### src/rtl/wb_sched_pkg.sv
//==============================================================================
// Module : wb_sched_pkg
// Brief  : Shared state encoding and constants for the write-back port scheduler.
// Rev    : 1.0
//==============================================================================
`default_nettype none

package wb_sched_pkg;

    typedef enum logic [1:0] {
        IDLE     = 2'd0,
        WAIT_MEM = 2'd1,
        SECOND   = 2'd2
    } wb_state_e;

    localparam logic [4:0] REG_ZERO  = 5'd0;
    localparam int         TIMEOUT_W = 8;

endpackage

`default_nettype wire

### src/rtl/wb_port_scheduler_if.sv
//==============================================================================
// Module : wb_port_scheduler_if
// Brief  : W-stage, data-memory response and register-file write port bundle.
// Rev    : 1.0
//==============================================================================
`default_nettype none

interface wb_port_scheduler_if;
    logic        FlushW;
    logic        wb_valid_W;
    logic [4:0]  A3_W;
    logic [4:0]  A4_W;
    logic [31:0] Res3_W;
    logic [31:0] Res4_W;
    logic        mem_load_W;
    logic        mem_rvalid;
    logic [31:0] mem_rdata;
    logic        rf_we;
    logic [4:0]  rf_wa;
    logic [31:0] rf_wd;
    logic        StallW_req;
    logic        busy;
    logic        mem_timeout;

    modport slave (
        input  FlushW, wb_valid_W, A3_W, A4_W, Res3_W, Res4_W,
               mem_load_W, mem_rvalid, mem_rdata,
        output rf_we, rf_wa, rf_wd, StallW_req, busy, mem_timeout
    );

    modport master (
        output FlushW, wb_valid_W, A3_W, A4_W, Res3_W, Res4_W,
               mem_load_W, mem_rvalid, mem_rdata,
        input  rf_we, rf_wa, rf_wd, StallW_req, busy, mem_timeout
    );
endinterface

`default_nettype wire

### src/rtl/wb_sched_watchdog.sv
//==============================================================================
// Module : wb_sched_watchdog
// Brief  : WAIT_MEM cycle counter; flags expiry in the last allowed wait cycle.
// Rev    : 1.0
//==============================================================================
`default_nettype none

module wb_sched_watchdog
    import wb_sched_pkg::*;
#(
    parameter int TIMEOUT_CYCLES = 255
) (
    input  wire logic clk,
    input  wire logic reset,
    input  wire logic clear_i,
    input  wire logic count_i,
    output logic      expired_o
);

    // Expiry is seen during the final wait cycle so the FSM leaves on that edge.
    localparam logic [TIMEOUT_W-1:0] LIMIT = TIMEOUT_W'(TIMEOUT_CYCLES - 1);

    logic [TIMEOUT_W-1:0] count_q;

    always_ff @(posedge clk or posedge reset) begin
        if (reset) begin
            count_q <= '0;
        end else if (clear_i) begin
            count_q <= '0;
        end else if (count_i) begin
            count_q <= count_q + TIMEOUT_W'(1);
        end
    end

    assign expired_o = count_i && (count_q == LIMIT);

endmodule

`default_nettype wire

### src/rtl/wb_port_scheduler.sv
//==============================================================================
// Module : wb_port_scheduler
// Brief  : Serialises up to two W-stage results onto one register-file write port.
//          Optional memory watchdog: define WB_MEM_TIMEOUT_EN.
// Rev    : 1.0
//==============================================================================
`default_nettype none

module wb_port_scheduler
    import wb_sched_pkg::*;
#(
    parameter int TIMEOUT_CYCLES = 255
) (
    input  wire logic          clk,
    input  wire logic          reset,
    wb_port_scheduler_if.slave bus
);

    wb_state_e   state_q;
    logic [4:0]  a3_q;
    logic [4:0]  a4_q;
    logic [31:0] res4_q;
    logic        rf_we_q;
    logic [4:0]  rf_wa_q;
    logic [31:0] rf_wd_q;

    logic w_accept;
    logic w_expired;

    assign w_accept = (state_q == IDLE) && bus.wb_valid_W && !bus.FlushW;

`ifdef WB_MEM_TIMEOUT_EN
    logic mem_timeout_q;

    wb_sched_watchdog #(
        .TIMEOUT_CYCLES (TIMEOUT_CYCLES)
    ) u_watchdog (
        .clk       (clk),
        .reset     (reset),
        .clear_i   (w_accept && bus.mem_load_W),
        .count_i   (state_q == WAIT_MEM),
        .expired_o (w_expired)
    );

    // A response arriving in the expiry cycle wins over the timeout.
    always_ff @(posedge clk or posedge reset) begin
        if (reset) begin
            mem_timeout_q <= 1'b0;
        end else begin
            mem_timeout_q <= w_expired && !bus.mem_rvalid;
        end
    end

    assign bus.mem_timeout = mem_timeout_q;
`else
    logic w_unused_timeout_cfg;

    assign w_unused_timeout_cfg = ^TIMEOUT_CYCLES;
    assign w_expired            = 1'b0;
    assign bus.mem_timeout      = 1'b0;
`endif

    always_ff @(posedge clk or posedge reset) begin
        if (reset) begin
            state_q <= IDLE;
            a3_q    <= REG_ZERO;
            a4_q    <= REG_ZERO;
            res4_q  <= '0;
            rf_we_q <= 1'b0;
            rf_wa_q <= REG_ZERO;
            rf_wd_q <= '0;
        end else begin
            rf_we_q <= 1'b0;
            case (state_q)
                IDLE: begin
                    if (w_accept) begin
                        a3_q   <= bus.A3_W;
                        a4_q   <= bus.A4_W;
                        res4_q <= bus.Res4_W;
                        if (bus.mem_load_W) begin
                            state_q <= WAIT_MEM;
                        end else begin
                            if (bus.A3_W != REG_ZERO) begin
                                rf_we_q <= 1'b1;
                                rf_wa_q <= bus.A3_W;
                                rf_wd_q <= bus.Res3_W;
                            end else if (bus.A4_W != REG_ZERO) begin
                                rf_we_q <= 1'b1;
                                rf_wa_q <= bus.A4_W;
                                rf_wd_q <= bus.Res4_W;
                            end
                            if ((bus.A3_W != REG_ZERO) && (bus.A4_W != REG_ZERO)) begin
                                state_q <= SECOND;
                            end
                        end
                    end
                end
                WAIT_MEM: begin
                    if (bus.mem_rvalid || w_expired) begin
                        if (bus.mem_rvalid && (a3_q != REG_ZERO)) begin
                            rf_we_q <= 1'b1;
                            rf_wa_q <= a3_q;
                            rf_wd_q <= bus.mem_rdata;
                        end
                        state_q <= (a4_q != REG_ZERO) ? SECOND : IDLE;
                    end
                end
                SECOND: begin
                    // Only entered with a nonzero latched A4.
                    rf_we_q <= 1'b1;
                    rf_wa_q <= a4_q;
                    rf_wd_q <= res4_q;
                    state_q <= IDLE;
                end
                default: state_q <= IDLE;
            endcase
        end
    end

    assign bus.rf_we      = rf_we_q;
    assign bus.rf_wa      = rf_wa_q;
    assign bus.rf_wd      = rf_wd_q;
    assign bus.busy       = (state_q != IDLE);
    assign bus.StallW_req = bus.wb_valid_W && (state_q != IDLE);

endmodule

`default_nettype wire
### src/flat_wrapper.sv
// flat-port wrapper written by rule: the top's interface ports become plain ports
module wb_port_scheduler_flat import wb_sched_pkg::*;
#(
    parameter int TIMEOUT_CYCLES = 255
)
  (clk, reset, bus_FlushW, bus_wb_valid_W, bus_A3_W, bus_A4_W, bus_Res3_W, bus_Res4_W, bus_mem_load_W, bus_mem_rvalid, bus_mem_rdata, bus_rf_we, bus_rf_wa, bus_rf_wd, bus_StallW_req, bus_busy, bus_mem_timeout);
  wb_port_scheduler_if bus_i ();
  input  wire logic clk;
  input  wire logic reset;
  input wire logic [$bits(bus_i.FlushW)-1:0] bus_FlushW;
  input wire logic [$bits(bus_i.wb_valid_W)-1:0] bus_wb_valid_W;
  input wire logic [$bits(bus_i.A3_W)-1:0] bus_A3_W;
  input wire logic [$bits(bus_i.A4_W)-1:0] bus_A4_W;
  input wire logic [$bits(bus_i.Res3_W)-1:0] bus_Res3_W;
  input wire logic [$bits(bus_i.Res4_W)-1:0] bus_Res4_W;
  input wire logic [$bits(bus_i.mem_load_W)-1:0] bus_mem_load_W;
  input wire logic [$bits(bus_i.mem_rvalid)-1:0] bus_mem_rvalid;
  input wire logic [$bits(bus_i.mem_rdata)-1:0] bus_mem_rdata;
  output wire logic [$bits(bus_i.rf_we)-1:0] bus_rf_we;
  output wire logic [$bits(bus_i.rf_wa)-1:0] bus_rf_wa;
  output wire logic [$bits(bus_i.rf_wd)-1:0] bus_rf_wd;
  output wire logic [$bits(bus_i.StallW_req)-1:0] bus_StallW_req;
  output wire logic [$bits(bus_i.busy)-1:0] bus_busy;
  output wire logic [$bits(bus_i.mem_timeout)-1:0] bus_mem_timeout;
  assign bus_i.FlushW = bus_FlushW;
  assign bus_i.wb_valid_W = bus_wb_valid_W;
  assign bus_i.A3_W = bus_A3_W;
  assign bus_i.A4_W = bus_A4_W;
  assign bus_i.Res3_W = bus_Res3_W;
  assign bus_i.Res4_W = bus_Res4_W;
  assign bus_i.mem_load_W = bus_mem_load_W;
  assign bus_i.mem_rvalid = bus_mem_rvalid;
  assign bus_i.mem_rdata = bus_mem_rdata;
  assign bus_rf_we = bus_i.rf_we;
  assign bus_rf_wa = bus_i.rf_wa;
  assign bus_rf_wd = bus_i.rf_wd;
  assign bus_StallW_req = bus_i.StallW_req;
  assign bus_busy = bus_i.busy;
  assign bus_mem_timeout = bus_i.mem_timeout;
  wb_port_scheduler #(.TIMEOUT_CYCLES(TIMEOUT_CYCLES)) u_core (.clk(clk), .reset(reset), .bus(bus_i));
endmodule
### config.mk
export PLATFORM = sky130hd
export DESIGN_NAME = wb_port_scheduler_flat
export DESIGN_NICKNAME = d
export VERILOG_FILES = /design/src/rtl/wb_sched_pkg.sv /design/src/rtl/wb_port_scheduler_if.sv /design/src/rtl/wb_sched_watchdog.sv /design/src/rtl/wb_port_scheduler.sv /design/src/flat_wrapper.sv
export SDC_FILE = /design/constraint.sdc
export NUM_CORES = 1
export LEC_CHECK = 0
export ABC_AREA = 1
export CAP_MARGIN = 15
export CORE_AREA = 2 2 113 115
export CTS_CLUSTER_SIZE = 20
export DETAILED_ROUTE_END_ITERATION = 10
export DIE_AREA = 0 0 115 117
export GPL_TIMING_DRIVEN = 0
export PLACE_DENSITY = 0.77
export SETUP_SLACK_MARGIN = 0.5
export SLEW_MARGIN = 5
export SYNTH_ARGS = -nofsm -noshare
export SYNTH_HDL_FRONTEND = slang
export SYNTH_HIERARCHICAL = 1
export SYNTH_SLANG_ARGS = --single-unit
### constraint.sdc
create_clock -name clk -period 5.9 [get_ports clk]
set_input_delay 1.475 -clock clk [delete_from_list [all_inputs] [get_ports clk]]
set_output_delay 1.475 -clock clk [all_outputs]
set_load 0.005 [all_outputs]
## Word level (Yosys, flattened, before mapping)

Index checks and enable logic that the tools add are counted.

- Reduce and logical (&&, ||, !) cells: 16
- Equality and inequality tests: 8
- Mux-type cells: 27

Operators with widths:

| cell | number |
|---|---|
| two-way mux 32 bit | 6 |
| one-hot mux 32 bit (3 select lines) | 1 |
| two-way mux 5 bit | 6 |
| nonzero test 5 bit | 4 |
| one-hot mux 5 bit (3 select lines) | 1 |
| two-way mux 2 bit | 5 |
| two-way mux 1 bit | 6 |
| != test 3 bit (second input constant) | 2 |
| AND reduction 6 bit | 1 |
| logical AND 1 bit | 5 |
| != test 2 x 1 -> 1 bit (second input constant) | 2 |
| != test 2 bit (second input constant) | 2 |
| one-hot mux 2 bit (2 select lines) | 1 |
| one-hot mux 1 bit (3 select lines) | 1 |
| AND reduction 3 bit | 1 |
| nonzero test 3 bit | 1 |
| == test 2 x 1 -> 1 bit (second input constant) | 1 |
| == test 2 bit (second input constant) | 1 |
| zero test 2 bit | 1 |
| AND reduction 2 bit | 1 |
| nonzero test 2 bit | 1 |
| zero test 1 bit | 1 |

- Output and inout bits: 41
- Word-level logic and storage cells: 58
- Input port bits: 112
- Register bits after elaboration: 82

## Depth between registers and ports, before layout

Gate-level depths: netlist (run 1).

- Depth after elaboration: 6
- Depth in mapped cells: 10
- Depth with buffers taken out: 9

## Least setup slack after synthesis (run 1)

OpenSTA, ideal clock, no wires.

- Path kind: input -> output
- Start point: in bus_wb_valid_W
- End point: out bus_StallW_req
- Cell stages on the path: 2
- Slack: 2.823 ns
- Data required time: 4.425 ns
- Arrival: 1.602 ns
- Path buffers: 0
- Cells stage by stage: inv_1 > nor2_1

- Longest elaborated chain between the ends: 1

Ends and longest elaborated chain:

| element | RTL line | text |
|---|---|---|
| start, declared | flat_wrapper.sv:11 | `input wire logic [$bits(bus_i.wb_valid_W)-1:0] bus_wb_valid_W;` |
| logical AND 1 bit | wb_port_scheduler.sv:124 | `assign bus.StallW_req = bus.wb_valid_W && (state_q != IDLE);` |
| end, declared | flat_wrapper.sv:22 | `output wire logic [$bits(bus_i.StallW_req)-1:0] bus_StallW_req;` |

Every way passes these cells.

## Final worst setup path (run 1)

Same ends and word-level chain as after synthesis.

==> impl_metrics.json, run 1 <==
{
  "worstPathArrival_ps": 2600,
  "finish.cell_count_without_fillers": 997,
  "hold-worst-slack_ps": 477,
  "synth_flop_cell": "dfrtp_1",
  "cts_tree": "yes",
  "drt_iter0_drc": 342,
  "grt_util_met1_pct": 30.7,
  "async_flop_share_pct": 100,
  "holdPathStages": 2,
  "power.total_w": 0.00318,
  "post-place-ws_ps": 1820,
  "antenna_found_initial": 0,
  "cts_resized": 0,
  "clk_latency_ps": 330,
  "vias_per_cell": 5.03,
  "wl_per_cell_um": 15.1,
  "dp_hpwl_um": 10700,
  "grt_use_met2_pct": 39.2,
  "synth_edf_count": 0,
  "clock.fmax_ghz": 0.245,
  "yosysTopAreaCellShare_pct": 43.1,
  "cap_violations": 0,
  "synth-seq-cells": 82,
  "drtPass1Iterations": 5,
  "fp.dieH_um": 117,
  "leakage_nw": 3.49,
  "skew_ps": 4.68,
  "hold_viol": 0,
  "crit_path_start_kind": "input pin",
  "core_area_um2": 12300,
  "syn_nets": 795,
  "tns_ps": 0,
  "root_buffer": "clkbuf_16",
  "worstMarginPinSlew_ps": 585,
  "vdd_drop_max_v": 0.000207,
  "relSlewSlack_pct": 61.0,
  "grt_max_degree": 64,
  "cts_setup_buffers": 0,
  "drt_wl_total_um": 15000,
  "clkTransAtPathRegs_ps": 60,
  "rsz0062_at_grt": "no",
  "finalCritPeriodShare_pct": 69.1,
  "ys_seq_area_share_pct": 43.1,
  "met3_usage_pct": 3.09,
  "cts.sink_count": 82,
  "min_period_ps": 4070,
  "clockBufferDepth": 2,
  "start_util_pct": 38.6,
  "grt_pass1_vias": 4867,
  "yosysTopAreaCell": "dfrtp_1",
  "synth_area_per_cell_um2": 7.00,
  "crit_fanout": 2,
  "grt_pass1_wl_um": 24200,
  "route.detailed.drc": 0,
  "yosys.cell_types.count": 24,
  "syn-instance-count": 679,
  "io_pins": 153,
  "die_w_um": 115,
  "setup_slack_ps": 1830,
  "min_path_type": "reg2reg",
  "yosysMostFrequentCell": "nand2_1",
  "final_nets": 958,
  "h-tree-depth": 3,
  "overflow": 0,
  "worstSetupPathType": "in2out",
  "synth_area_leaders": "dfrtp_1 (43%), nand2_1 (23%), inv_1 (6.4%), a22o_1 (5.9%), o21ai_0 (4.3%)",
  "std_cell_rows": 41,
  "routabilityCongestion": 0.848,
  "yosys_warnings": 6,
  "cts_buffers": 9,
  "synthTopCellsByCount": "nand2_1 (290), dfrtp_1 (82), inv_1 (81)",
  "ctsHoldBuffers": 0,
  "via_count": 5010,
  "die-area_um2": 13500,
  "setup_viol": 0,
  "grt_usage_pct": 23.0,
  "synth_area_um2": 4760,
  "syn_to_final_growth_pct": 44.1,
  "drive_gt1_share_pct": 4.37,
  "slew_violations": 0,
  "antenna_cells": 0,
  "gr-max-usage-layer": "met2",
  "crit_required_ps": 4430,
  "drtAntennaViolNets": 0,
  "worstSetupEndpointType": "primary output",
  "numPortBuffers": 151,
  "worstRegToRegCells": 9,
  "power_density_nw_per_um2": 465,
  "dp_cells": 981,
  "status": "finished, final reports clean"
}
## cell usage in the layout, fill, tap and decap left out, types with 3 or more instances in the layout
cell type	count
a21oi_1	11
a22o_1	32
buf_1	6
buf_2	6
buf_6	3
bufinv_16	4
clkbuf_1	27
clkbuf_16	9
clkdlybuf4s50_1	151
dfrtp_1	82
ha_1	4
inv_1	80
nand2_1	290
nand3_1	36
nand4_1	32
nor2_1	14
nor2_2	3
nor2_4	3
o21ai_0	41
## logic make-up after synthesis
family                   count (synthesis)  share of synthesized area [%]
adder cells (fa/ha/maj)                  4                           1.05
buffers and inverters                  125                           10.6
flip-flops                              82                           43.1
AND/OR/NAND/NOR                        381                           33.5
AO/OA/AOI/OAI                           86                           11.6
other                                    1                         0.0789
## flip-flops by register name, summed over array words and instances, names as in the netlist
signal            cells
u_core/a4_q           5
u_core/state_q        2
u_core/bus.rf_we      1
u_core/bus.rf_wd     32
u_core/a3_q           5
u_core/res4_q        32
u_core/bus.rf_wa      5
## per-layer routing
layer	vias to the layer above	routed length, um
li1	2478	-
met1	2309	6650
met2	208	7090
met3	15	1080
met4	0	182
met5	-	0
## layout make-up
| type | count | area [um^2] |
|---|---|---|
| multi-input combinational | 472 | 2200 |
| sequential | 82 | 2050 |
| inverter | 82 | 310 |
| clock buffer | 9 | 225 |
| tap | 150 | 188 |
| fill | 1177 | 5460 |
| clock inverter | 7 | 141 |
| timing repair buffer | 152 | 1540 |
| buffer | 43 | 195 |
## path summary, 6_finish.rpt
check                                      from                    to  slack [ps]
min in group asynchronous                 reset  u_core/bus.rf_wd[11]        1440
max in group asynchronous                 reset     u_core/state_q[0]        3850
min reg2reg                u_core/bus.rf_wd[16]  u_core/bus.rf_wd[16]         480
max reg2reg                   u_core/state_q[0]   u_core/bus.rf_wa[4]        3830
min                        u_core/bus.rf_wd[16]  u_core/bus.rf_wd[16]         480
max                              bus_wb_valid_W        bus_StallW_req        1830
## worst max-delay path, cell delays in order
cell             delay (ps)
clkdlybuf4s50_1         480
inv_1                    60
nor2_1                   80
clkdlybuf4s50_1         500
## stage by stage
step / utilization, % / instance area, um^2
detailed placement: 52.7 / 6480
global placement: 52.4 / 6450
finish: 55.7 / 6850
floorplan: - / 4760
global route: 55.7 / 6850
CTS: 55.7 / 6850
## report_power, final
part / leakage, nW / total, W / internal, W / switching, W
logic: 2.28 / 0.00152 / 0.000667 / 0.000857
clock network: 0.176 / 0.000685 / 0.000456 / 0.000229
registers: 1.03 / 0.000973 / 0.000824 / 0.000149
total: 3.49 / 0.00318 / 0.00195 / 0.00124
(Power assumes the default switching activity.)
==> inputs of run 2 (changes only) <==
--- a/config.mk
+++ b/config.mk
@@ -12,7 +12,7 @@
 export DETAILED_ROUTE_END_ITERATION = 10
 export DIE_AREA = 0 0 115 117
 export GPL_TIMING_DRIVEN = 0
-export PLACE_DENSITY = 0.77
+export PLACE_DENSITY = 0.8
 export SETUP_SLACK_MARGIN = 0.5
 export SLEW_MARGIN = 5
 export SYNTH_ARGS = -nofsm -noshare
==> constraint.sdc (replaced) <==
create_clock -name clk -period 3.67 [get_ports clk]
set_input_delay 0.9175 -clock clk [delete_from_list [all_inputs] [get_ports clk]]
set_output_delay 0.9175 -clock clk [all_outputs]
set_load 0.005 [all_outputs]
==> impl_metrics.json, run 2 (synthesis gave the netlist of run 1 again) <==
{
  "drtPass1Iterations": 7,
  "wl_per_cell_um": 15.1,
  "ctsHoldBuffers": 0,
  "dp_hpwl_um": 10700,
  "die-area_um2": 13500,
  "io_pins": 153,
  "slowest_stage": "clkdlybuf4s50_1",
  "drtAntennaViolNets": 0,
  "grt_usage_pct": 22.8,
  "cts_tree": "yes",
  "power_density_nw_per_um2": 734,
  "std_cell_rows": 41,
  "nFillCells": 1145,
  "min_path_type": "reg2reg",
  "finalCritPeriodShare_pct": 80.2,
  "crit_path_start_kind": "input pin",
  "slew_violations": 0,
  "hold_viol": 0,
  "regToRegSetupSlack_ps": 1560,
  "cp_num_cells": 4,
  "cts_resized": 0,
  "grt_pass1_wl_um": 23800,
  "worstPathArrival_ps": 2030,
  "grt_pass1_vias": 4754,
  "crit_fanout": 2,
  "overflow": 0,
  "syn_to_final_growth_pct": 43.1,
  "dp_cells": 981,
  "vias_per_cell": 4.99,
  "root_buffer": "clkbuf_16",
  "h-tree-depth": 3,
  "r2r_start": "u_core/state_q[0]",
  "cap_violations": 0,
  "layout_commonest_cell": "nand2_1",
  "multiInputGateArea_um2": 2200,
  "clockBufferDepth": 2,
  "worstMarginPinSlew_ps": 608,
  "final_cell_mix": "nand2_1 (290), clkdlybuf4s50_1 (151), dfrtp_1 (82), inv_1 (80), o21ai_0 (41)",
  "hold-worst-slack_ps": 476,
  "reg2reg_to": "u_core/bus.rf_wa[4]",
  "setup_viol": 0,
  "drive_gt1_share_pct": 4.37,
  "worstSetupEndpointType": "primary output",
  "core_area_um2": 12300,
  "cp_top_family": "buffers and inverters",
  "status": "finished, final reports clean",
  "route.detailed.drc": 0,
  "cts.sink_count": 82,
  "worst-path-buf-inv": 3,
  "relSlewSlack_pct": 59.5,
  "antenna_cells": 0,
  "routabilityCongestion": 0.853,
  "hold_start": "u_core/bus.rf_wd[20]",
  "cp_common_cell": "clkdlybuf4s50_1",
  "finish.cell_count_without_fillers": 997,
  "worstRegToRegCells": 9,
  "drt_wl_total_um": 15100,
  "leakage_nw": 3.48,
  "power.total_w": 0.00499,
  "clk_latency_ps": 330,
  "final_nets": 958,
  "worstPathCellList": "clkdlybuf4s50_1 -> inv_1 -> nor2_1 -> clkdlybuf4s50_1",
  "numPortBuffers": 151,
  "vdd_drop_max_v": 0.000316,
  "grt_max_degree": 52,
  "worstSetupPathType": "in2out",
  "crit_end": "bus_StallW_req",
  "fp.dieH_um": 117,
  "cp_slowest_stage_delay_ps": 500,
  "cts_setup_buffers": 0,
  "clkTransAtPathRegs_ps": 60,
  "antenna_found_initial": 0,
  "rsz0062_at_grt": "no",
  "clock.fmax_ghz": 0.340,
  "crit_required_ps": 2750,
  "ff_latch_area_um2": 2050,
  "min_period_ps": 2950,
  "crit_start": "bus_wb_valid_W",
  "via_count": 4974,
  "die_w_um": 115,
  "cts_buffers": 9,
  "drt_iter0_drc": 406,
  "start_util_pct": 38.6,
  "skew_ps": 7.62
}
run 2: per-layer routing:
metal  GRT usage (%)  part of all wire (%)  up-vias
li1                -                     -     2470
met1            31.0                    44     2289
met2            38.0                    47      197
met3            3.24                   6.5       18
met4            6.75                   1.8        0
met5               0                     0        -
run 2: through the flow:
stage / util (%) / TNS, ps / setup WS (ps) / instance area (um^2)
floorplan: - / 0 / 644 / 4760
global placement: 52.4 / -62030 / -759 / 6450
detailed placement: 52.7 / 0 / 717 / 6480
CTS: 55.3 / 0 / 717 / 6800
global route: 55.3 / 0 / 667 / 6800
finish: 55.3 / 0 / 725 / 6800
run 2: worst min path at each step:
stage                      endpoint  cells past startpoint  slack, ps
2_1_floorplan     u_core/res4_q[23]                      2        450
3_3_place_gp   u_core/bus.rf_wd[16]                      2        460
3_5_place_dp   u_core/bus.rf_wd[20]                      2        460
4_1_cts        u_core/bus.rf_wd[20]                      2        480
5_1_grt        u_core/bus.rf_wd[15]                      2        500
6_report       u_core/bus.rf_wd[20]                      2        480
run 2: final cells by class:
| class | count | area share (%) |
|---|---|---|
| clock buffers | 10 | 3.51 |
| plain buffers | 43 | 2.87 |
| flip-flops and latches | 82 | 30.2 |
| well taps | 150 | 2.76 |
| clock inverters | 6 | 1.18 |
| inverters | 82 | 4.56 |
| repair buffers | 152 | 22.6 |
| multi-input cells | 472 | 32.3 |
run 2: worst min-delay path: cells and delay by family (launching register included):
| kind | cells | cell delay, ps |
|---|---|---|
| flops | 1 | 340 |
| simple gates | 2 | 100 |
run 2: power breakdown:
part	switching, W	internal [W]	leakage, nW
Combinational	0.00139	0.00107	2.28
Sequential	0.000236	0.00132	1.03
Clock	0.000364	0.000610	0.162
==> inputs of run 3 (changes only) <==
--- a/config.mk
+++ b/config.mk
@@ -12,7 +12,7 @@
 export DETAILED_ROUTE_END_ITERATION = 10
 export DIE_AREA = 0 0 115 117
 export GPL_TIMING_DRIVEN = 0
-export PLACE_DENSITY = 0.8
+export PLACE_DENSITY = 0.77
 export SETUP_SLACK_MARGIN = 0.5
 export SLEW_MARGIN = 5
 export SYNTH_ARGS = -nofsm -noshare
==> constraint.sdc (replaced) <==
create_clock -name clk -period 3 [get_ports clk]
set_input_delay 0.75 -clock clk [delete_from_list [all_inputs] [get_ports clk]]
set_output_delay 0.75 -clock clk [all_outputs]
set_load 0.005 [all_outputs]
==> impl_metrics.json, run 3 (synthesis gave the netlist of run 1 again) <==
{
  "vias_per_cell": 5.14,
  "drtPass1Iterations": 7,
  "cp_slowest_stage_delay_ps": 500,
  "finalCritPeriodShare_pct": 79.5,
  "clockBufferDepth": 2,
  "leakage_nw": 3.47,
  "crit_fanout": 5,
  "drtAntennaViolNets": 0,
  "slowest_stage": "clkdlybuf4s50_1",
  "tns_ps": 0,
  "final_cell_mix": "nand2_1 (290), clkdlybuf4s50_1 (150), dfrtp_1 (82), inv_1 (79), o21ai_0 (41)",
  "numPortBuffers": 151,
  "worstPathArrival_ps": 1630,
  "worstMarginPinSlew_ps": 618,
  "fp.dieH_um": 117,
  "dp_cells": 982,
  "dp_hpwl_um": 11000,
  "clkTransAtPathRegs_ps": 60,
  "syn_to_final_growth_pct": 43.1,
  "final_nets": 959,
  "layout_commonest_cell": "nand2_1",
  "via_count": 5126,
  "cts.sink_count": 82,
  "setup_viol": 0,
  "clk_latency_ps": 330,
  "finish.cell_count_without_fillers": 997,
  "worstSetupPathType": "reg2out",
  "ctsHoldBuffers": 0,
  "post-place-ws_ps": 309,
  "crit_path_start_kind": "register",
  "relSlewSlack_pct": 58.8,
  "cts_buffers": 9,
  "cts_setup_buffers": 0,
  "grt_pass1_wl_um": 24300,
  "drt_wl_total_um": 15200,
  "vdd_drop_max_v": 0.000385,
  "h-tree-depth": 3,
  "skew_ps": 4.20,
  "drive_gt1_share_pct": 4.60,
  "core_area_um2": 12300,
  "min_path_type": "reg2reg",
  "worstSetupEndpointType": "primary output",
  "overflow": 0,
  "std_cell_rows": 41,
  "power_density_nw_per_um2": 891,
  "drt_iter0_drc": 337,
  "rsz0062_at_grt": "no",
  "grt_max_degree": 34,
  "setup_slack_ps": 615,
  "root_buffer": "clkbuf_16",
  "io_pins": 153,
  "die_w_um": 115,
  "antenna_cells": 0,
  "grt_usage_pct": 23.1,
  "antenna_found_initial": 0,
  "wl_per_cell_um": 15.3,
  "crit_required_ps": 2250,
  "status": "finished, final reports clean",
  "hold_viol": 0,
  "slew_violations": 0,
  "route.detailed.drc": 0,
  "grt_pass1_vias": 5026,
  "clock.fmax_ghz": 0.419,
  "cap_violations": 0,
  "die-area_um2": 13500,
  "routabilityCongestion": 0.850,
  "min_period_ps": 2380,
  "worstPathCellList": "inv_1 -> ha_2 -> inv_2 -> clkdlybuf4s50_1",
  "start_util_pct": 38.6,
  "cts_tree": "yes",
  "hold-worst-slack_ps": 476
}
==> run 3: path summary, 6_finish.rpt <==
check	startpoint	to	slack (ps)	cells after the start
max in group asynchronous	reset	u_core/bus.rf_wd[1]	1420	4
worst max register to register	u_core/state_q[0]	u_core/bus.rf_wa[1]	920	9
worst min-delay path	u_core/bus.rf_wd[30]	u_core/bus.rf_wd[30]	480	2
min in group asynchronous	reset	u_core/bus.rf_wd[20]	810	2
worst min register to register	u_core/bus.rf_wd[30]	u_core/bus.rf_wd[30]	480	2
worst max-delay path	u_core/state_q[0]	bus_busy	620	4
==> run 3: power by group <==
group / leakage [nW] / total (W) / switching, W / internal [W]
Combinational: 2.29 / 0.00302 / 0.00170 / 0.00131
Clock: 0.152 / 0.00114 / 0.000428 / 0.000707
Sequential: 1.03 / 0.00192 / 0.000295 / 0.00162
==> run 3: final cells by class <==
type,count,area (um^2)
fill,1153,5510
multi-input combinational,472,2200
sequential,82,2050
timing repair buffer,153,1550
inverter,82,312
clock buffer,13,270
buffer,43,196
tap,150,188
clock inverter,2,35.0
==> run 3: routing by layer <==
layer	part of all wire [%]	global-route usage (%)
met3	7.2	3.60
met4	2.2	9.72
met2	47	39.1
met5	0	0
met1	43	29.8
==> run 3: critical path, delay by kind of cell (launching register included) <==
kind / cells / cell delay (ps)
buf+inv: 3 / 680
flops: 1 / 400
fa+ha+maj: 1 / 230
==> run 3: timing repair <==
item,4_1_cts,5_1_grt
resized for setup,2,3
pin swaps,0,0
setup endpoints to repair,2,2
==> run 3: through the flow <==
step	total power (W)	utilization [%]	area (um^2)
global placement	0.00483	52.5	6460
global route	0.00656	55.3	6810
detailed placement	0.00491	52.8	6500
CTS	0.00609	55.3	6800
floorplan	0.00368	-	4760
finish	0.00607	55.3	6810
